## config.mk

```make
export PLATFORM = sky130hd
export DESIGN_NAME = timer_controller
export DESIGN_NICKNAME = d
export VERILOG_FILES = /design/src/rtl/timer_controller.sv
export SDC_FILE = /design/constraint.sdc
export NUM_CORES = 1
export LEC_CHECK = 0
export BUFFER_PORTS_ARGS = -buffer_cell sky130_fd_sc_hd__buf_4
export CORE_MARGIN = 1
export CORE_UTILIZATION = 48
export CTS_CLUSTER_DIAMETER = 50
export DETAILED_ROUTE_END_ITERATION = 16
export MAX_ROUTING_LAYER = met4
export PLACE_DENSITY_LB_ADDON = 0.2
export SLEW_MARGIN = 20
export SYNTH_ARGS = -nofsm -noshare
export SYNTH_HDL_FRONTEND = slang
export SYNTH_SLANG_ARGS = --single-unit
export TNS_END_PERCENT = 100
```

## constraint.sdc

```tcl
create_clock -name clk -period 4.8 [get_ports clk]
set_clock_uncertainty 0.1 [all_clocks]
set_input_delay 0.24 -clock clk [delete_from_list [all_inputs] [get_ports clk]]
set_output_delay 0.24 -clock clk [all_outputs]
set_load 0.02 [all_outputs]
```

## src/rtl/timer_controller.sv

```systemverilog
// timer_controller: bus-mapped controller for one N-bit peripheral timer channel.
// Holds TCON/PERIOD/COUNT/PRESCALE, runs a prescaled up-count with rollover in
// periodic or one-shot mode, and drives a level interrupt from FLAG & IE.
module timer_controller #(
  parameter int N          = 16,
  parameter int ADDR_WIDTH = 8,
  parameter int PRESCALE_W = 8
) (
  input  logic                  clk,
  input  logic                  rst,
  input  logic                  chip_select,
  input  logic [ADDR_WIDTH-1:0] address,
  input  logic                  mem_write,
  input  logic                  mem_read,
  input  logic [1:0]            size,
  input  logic [63:0]           wdata,
  output logic [63:0]           rdata,
  output logic                  rdata_valid,
  output logic                  irq
);

  localparam logic [ADDR_WIDTH-1:0] A_TCON     = ADDR_WIDTH'(8'h00);
  localparam logic [ADDR_WIDTH-1:0] A_PERIOD   = ADDR_WIDTH'(8'h08);
  localparam logic [ADDR_WIDTH-1:0] A_COUNT    = ADDR_WIDTH'(8'h10);
  localparam logic [ADDR_WIDTH-1:0] A_PRESCALE = ADDR_WIDTH'(8'h18);

  typedef enum logic [1:0] {S_IDLE, S_RUN, S_EXPIRED} state_t;

  state_t                state;
  logic                  tcon_on;
  logic                  tcon_flag;
  logic                  tcon_oneshot;
  logic                  tcon_ie;
  logic [N-1:0]          period;
  logic [N-1:0]          count;
  logic [PRESCALE_W-1:0] prescale;
  logic [PRESCALE_W-1:0] pcnt;

  logic [63:0] byte_mask;
  logic [63:0] tcon_ext, period_ext, count_ext, prescale_ext;
  logic [63:0] period_mrg, count_mrg, prescale_mrg;
  logic [63:0] rd_val;

  logic wr, rd;
  logic tcon_wr, period_wr, count_wr, prescale_wr;
  logic off_wr, tick, rollover, expire, leave_run;

  // Replace only the bytes covered by the access size; keep the rest.
  function automatic logic [63:0] merge_bytes(input logic [63:0] cur,
                                              input logic [63:0] wd,
                                              input logic [63:0] m);
    return (cur & ~m) | (wd & m);
  endfunction

  assign wr = chip_select & mem_write;
  // A simultaneous write wins; the read strobe is dropped.
  assign rd = chip_select & mem_read & ~mem_write;

  assign tcon_wr     = wr & (address == A_TCON);
  assign period_wr   = wr & (address == A_PERIOD);
  assign count_wr    = wr & (address == A_COUNT);
  assign prescale_wr = wr & (address == A_PRESCALE);

  // Prescaler tick and rollover; a COUNT write suppresses the tick entirely.
  assign off_wr    = tcon_wr & ~wdata[0];
  assign tick      = (state == S_RUN) && (pcnt == prescale);
  assign rollover  = tick & ~count_wr & (count >= period);
  assign expire    = rollover & tcon_oneshot & ~off_wr;
  assign leave_run = (state == S_RUN) & (off_wr | expire);

  assign irq = tcon_flag & tcon_ie;

  // Byte-enable mask derived from the access size.
  always_comb begin
    byte_mask = '1;
    case (size)
      2'b00:   byte_mask = 64'h0000_0000_0000_00FF;
      2'b01:   byte_mask = 64'h0000_0000_0000_FFFF;
      2'b10:   byte_mask = 64'h0000_0000_FFFF_FFFF;
      default: byte_mask = '1;
    endcase
  end

  // Zero-extended register views and byte-merged write values.
  always_comb begin
    tcon_ext                     = '0;
    tcon_ext[3:0]                = {tcon_ie, tcon_oneshot, tcon_flag, tcon_on};
    period_ext                   = '0;
    period_ext[N-1:0]            = period;
    count_ext                    = '0;
    count_ext[N-1:0]             = count;
    prescale_ext                 = '0;
    prescale_ext[PRESCALE_W-1:0] = prescale;
    period_mrg                   = merge_bytes(period_ext, wdata, byte_mask);
    count_mrg                    = merge_bytes(count_ext, wdata, byte_mask);
    prescale_mrg                 = merge_bytes(prescale_ext, wdata, byte_mask);
  end

  // Read mux; unmapped offsets return zero.
  always_comb begin
    rd_val = '0;
    case (address)
      A_TCON:     rd_val = tcon_ext;
      A_PERIOD:   rd_val = period_ext;
      A_COUNT:    rd_val = count_ext;
      A_PRESCALE: rd_val = prescale_ext;
      default:    rd_val = '0;
    endcase
  end

  // Mode FSM and TCON bits; hardware FLAG set beats W1C, ON=0 write beats expiry.
  always_ff @(posedge clk or posedge rst) begin
    if (rst) begin
      state        <= S_IDLE;
      tcon_on      <= 1'b0;
      tcon_flag    <= 1'b0;
      tcon_oneshot <= 1'b0;
      tcon_ie      <= 1'b0;
    end else begin
      if (rollover)
        tcon_flag <= 1'b1;
      else if (tcon_wr && wdata[1])
        tcon_flag <= 1'b0;
      if (tcon_wr) begin
        tcon_on      <= wdata[0];
        tcon_oneshot <= wdata[2];
        tcon_ie      <= wdata[3];
      end
      case (state)
        S_IDLE: begin
          if (tcon_wr && wdata[0]) state <= S_RUN;
        end
        S_RUN: begin
          if (off_wr) begin
            state <= S_IDLE;
          end else if (expire) begin
            state   <= S_EXPIRED;
            tcon_on <= 1'b0;
          end
        end
        S_EXPIRED: begin
          if (tcon_wr) state <= wdata[0] ? S_RUN : S_IDLE;
        end
        default: state <= S_IDLE;
      endcase
    end
  end

  // COUNT and prescaler; a bus write to COUNT beats the tick and restarts pcnt.
  always_ff @(posedge clk or posedge rst) begin
    if (rst) begin
      count <= '0;
      pcnt  <= '0;
    end else begin
      if (count_wr)
        count <= count_mrg[N-1:0];
      else if (rollover)
        count <= '0;
      else if (tick)
        count <= count + 1'b1;
      if (count_wr || state != S_RUN || leave_run || tick)
        pcnt <= '0;
      else
        pcnt <= pcnt + 1'b1;
    end
  end

  // PERIOD and PRESCALE byte-lane writes.
  always_ff @(posedge clk or posedge rst) begin
    if (rst) begin
      period   <= '1;
      prescale <= '0;
    end else begin
      if (period_wr)   period   <= period_mrg[N-1:0];
      if (prescale_wr) prescale <= prescale_mrg[PRESCALE_W-1:0];
    end
  end

  // Registered read data, masked to the access size; zero when idle.
  always_ff @(posedge clk or posedge rst) begin
    if (rst) begin
      rdata       <= '0;
      rdata_valid <= 1'b0;
    end else if (rd) begin
      rdata       <= rd_val & byte_mask;
      rdata_valid <= 1'b1;
    end else begin
      rdata       <= '0;
      rdata_valid <= 1'b0;
    end
  end

endmodule

```

---- Word level (Yosys, flattened, before mapping) ----
Index checks and enable logic that the tools add are counted.
storage, ports and cells
  bits in registers ....................... 119
  input port bits ......................... 79
  output and inout bits ................... 66
cells by class
  add/subtract/negate cells ............... 2
  $lt $le $gt $ge ......................... 1
  eq/ne operators ......................... 12
  mux-type cells .......................... 20
  bitwise logic cells ..................... 28
  reductions and logical operators ........ 12
operators by type and width
  cell                   number
  $pmux 64 s3            1
  $and 16x64->64         1
  $mux 64                1
  $pmux 16 s4            1
  $and 16x16->16         3
  $mux 16                3
  $or 16x16->16          2
  $add 16x1->16 const B  1
  $eq 8x5->1 const B     2
  $ge 16x16->1           1
  $not 16->16            1
  $and 1x1->1            14
  $add 8x1->8 const B    1
  $and 8x8->8            1
  $eq 8x4->1 const B     1
  $eq 8x8->1             1
  $logic_not 8->1        1
  $mux 1                 8
  $mux 2                 4
  $mux 8                 1
  $or 8x8->8             1
  $pmux 2 s3             1
  $eq 2x1->1 const B     2
  $eq 2x2->1 const B     2
  other kinds (11)       20

---- Depth between registers and ports, before layout ----
  word-level depth ........................ 12
  mapped depth ............................ 10

---- Least setup slack after synthesis ----
No wires, ideal clock.
  path type ............................... flip-flop to flip-flop
  start point ............................. register (tool-made name)
  end point ............................... register count[5]
  library setup time ...................... 129 ps
  data arrival time ....................... 2542 ps
  slack ................................... 2029 ps
  cell stages (with the launch flop) ...... 11
  buffers on the path ..................... 2
  clock period less this slack ............ 2771 ps
  cells stage by stage .................... dfstp_2 > inv_1 > ha_1 > nand4_1 > or3_1 > or4_1 > and3_1 > buf_6 > buf_8 > a32oi_2 > o31ai_1
RTL lines
  element               line  source
  end signal, assigned  156   count <= count_mrg[N-1:0];
  end signal, assigned  160   count <= count + 1'b1;
  end, declared         35    logic [N-1:0] count;

==> run metrics <==
clk root buf=clkbuf_8; number of global-route vias before repair=3217; Worst Slack Setup Final=1550 ps; DRT Pass-1 Iters=11; clock-pin slew on the worst setup and hold paths=90 ps; mux cell area share after synthesis=0.0887; Antenna Cells=0; die area=9560 um2; Skew-Pair Late Insertion Delay=360 ps; simple-gate share of the synthesized area=0.175; worst slew pin tran=913 ps; Filler cells=800; area delta synth->final=10.7%; Tcrit/Tclk final=0.677; register bit total from synthesis=71; leading area contributor after synthesis=dfrtp_1; crit path max fanout=18; CP endpoint kind=flip-flop; Power Dens Cells=354 nW/um2; leakage power=2.24 nW; storage element area=1800 um2; layout cell share with drive strength beyond 1=0.235; Ys Warns=0; setup violators final=0; peak supply drop=0.138 mV; vias per cell=5.61; dpl cells=600; adder-cell share of the synthesized area=0.0512; Sink Count=71; Finished Core Util=0.554; H-tree depth=3; Hold Path Cell Cnt=3; Hold Vio Cnt, Final=0; Synth top cells by count=55 x dfrtp_1, 48 x buf_4, 47 x nor2_1, 29 x nand2_1, 24 x mux2_2; drt wl/cell=16.3 um; area occupied by multi-input gates=2250 um2; ys async rst share=1.00; minimum clock period=3250 ps; Final Max Slew Viols=0; number of flops mapped to enable cells by yosys=0; synthesized area per cell=9.57 um2; Worst Hold Launch=wdata[3]; largest net degree at the start of global routing=72; most frequent cell after synthesis=dfrtp_1; Yosys cell types=58; non-filler instance count after layout=618; Die W=97.8 um; slew margin rel.=0.391; xor/xnor share of the synthesized area=0.0278; Core Rows=34; largest family of logic cells by synthesized area=simple AND/OR/NAND/NOR gates; first-pass GRT wire length=16600 um; failing checks=DRC; Final TNS setup=0 ps; critical path type=reg -> reg; post-DP HPWL=7220 um; number of port buffers=48; compound-cell area share of the yosys netlist=0.128; placed cell area=4650 um2; outcome=finished with violations; crit path DAT=3390 ps; RePlAce Congestion=0.845; Synth area leaders=dfrtp_1 31%, dfstp_2 9.5%, buf_4 8.2%; Peak Freq=0.308 GHz; die height=97.8 um; Place WS=1610 ps; startpoint types=flip-flop; Via Count=3466; starting density of the core=0.500; Final #Nets=602; Max clock buf depth=2; Total Power=1.73 mW; sequential share of the synthesized area=0.408; CTS tree=built; post-synth top area share=0.313; Global Route Usage Sum=0.228; Num CTS Buffers=9; Post-Syn Area=4400 um2; Synth Instances=460; total core area=8810 um2; Primary FF master, synth=dfrtp_1; GRT Residual Overflow=0; Final ANT Viol Nets=0; Worst Path Required=4940 ps; DR iter-0 viols=312; # IOs=145; WHS=8.16 ps; R2R depth=8; fin area=4880 um2; DRC=18; Total Wirelength=10100 um; initial antenna violation count=0; max-cap violation count=0; unrepaired setup endpoints after global routing=false; type of the tightest min-delay check=in -> reg
-- critical path: stages (launching register included) --
cell and delay (ps):
dfstp_2 560, inv_1 50, ha_1 290, nand4_1 150, or3_1 470, or4_1 580
and3_1 450, a21o_1 270, a31o_1 220
-- cell families after synthesis --
| kind of cell | count (synthesis) |
|---|---|
| AOI/OAI and AO/OA | 82 |
| buffers and inverters | 88 |
| DFF | 71 |
| xor gates and xnor gates | 14 |
| adders and majority gates | 18 |
| and+or+nand+nor | 155 |
| other | 1 |
| muxes | 31 |
-- final cells by class --
cell class	instances	share of cell area
Multi-Input combinational cell	348	0.462
Sequential cell	71	0.368
Timing Repair Buffer	53	0.0826
Clock buffer	11	0.0310
Tap cell	108	0.0277
Inverter	22	0.0169
Clock inverter	5	0.0115
-- cell usage in the layout, fill, tap and decap left out, types with 13 or more instances in the layout --
master / Yosys / layout
dfrtp_1: 55 / 55
buf_4: 48 / 51
conb_1: 1 / 48
nor2_1: 47 / 47
nand2_1: 29 / 29
mux2_2: 24 / 24
inv_1: 22 / 21
a21oi_1: 18 / 18
nand3_1: 18 / 18
ha_1: 18 / 18
a22oi_1: 16 / 16
dfstp_2: 16 / 16
xor2_1: 13 / 13
-- path summary, 6_finish.rpt --
check	endpoint	slack, ps
hold reg to reg	tcon_ie$_DFFE_PP0P_	420
setup reg to reg	flip-flop	1550
setup / recovery	flip-flop	1550
min in group asynchronous	count[6]$_DFFE_PP0P_	50
max in group asynchronous	async pin	3940
hold / removal	tcon_ie$_DFFE_PP0P_	8
-- per-layer routing --
layer  GRT usage  vias up  share of wire
met1       0.311     1692           0.47
li1            -     1628              -
met5           -        -              0
met3      0.0387       10          0.053
met2       0.352      136           0.47
met4      0.0664        0          0.011
-- power breakdown --
| group | total (mW) | switching, mW | internal (mW) | leakage [nW] |
|---|---|---|---|---|
| Clock | 0.505 | 0.238 | 0.267 | 0.105 |
| Combinational | 0.441 | 0.250 | 0.191 | 1.25 |
| Sequential | 0.782 | 0.120 | 0.662 | 0.887 |
-- what timing repair did --
item / 4_1_cts / 5_1_grt
resized for setup: 0 / 0
setup endpoints to repair: 0 / 0
hold endpoints to repair: 2 / 0
hold buffers: 2 / 0
setup buffers: 0 / 0
Note: power is estimated with default switching activity, not from simulation.
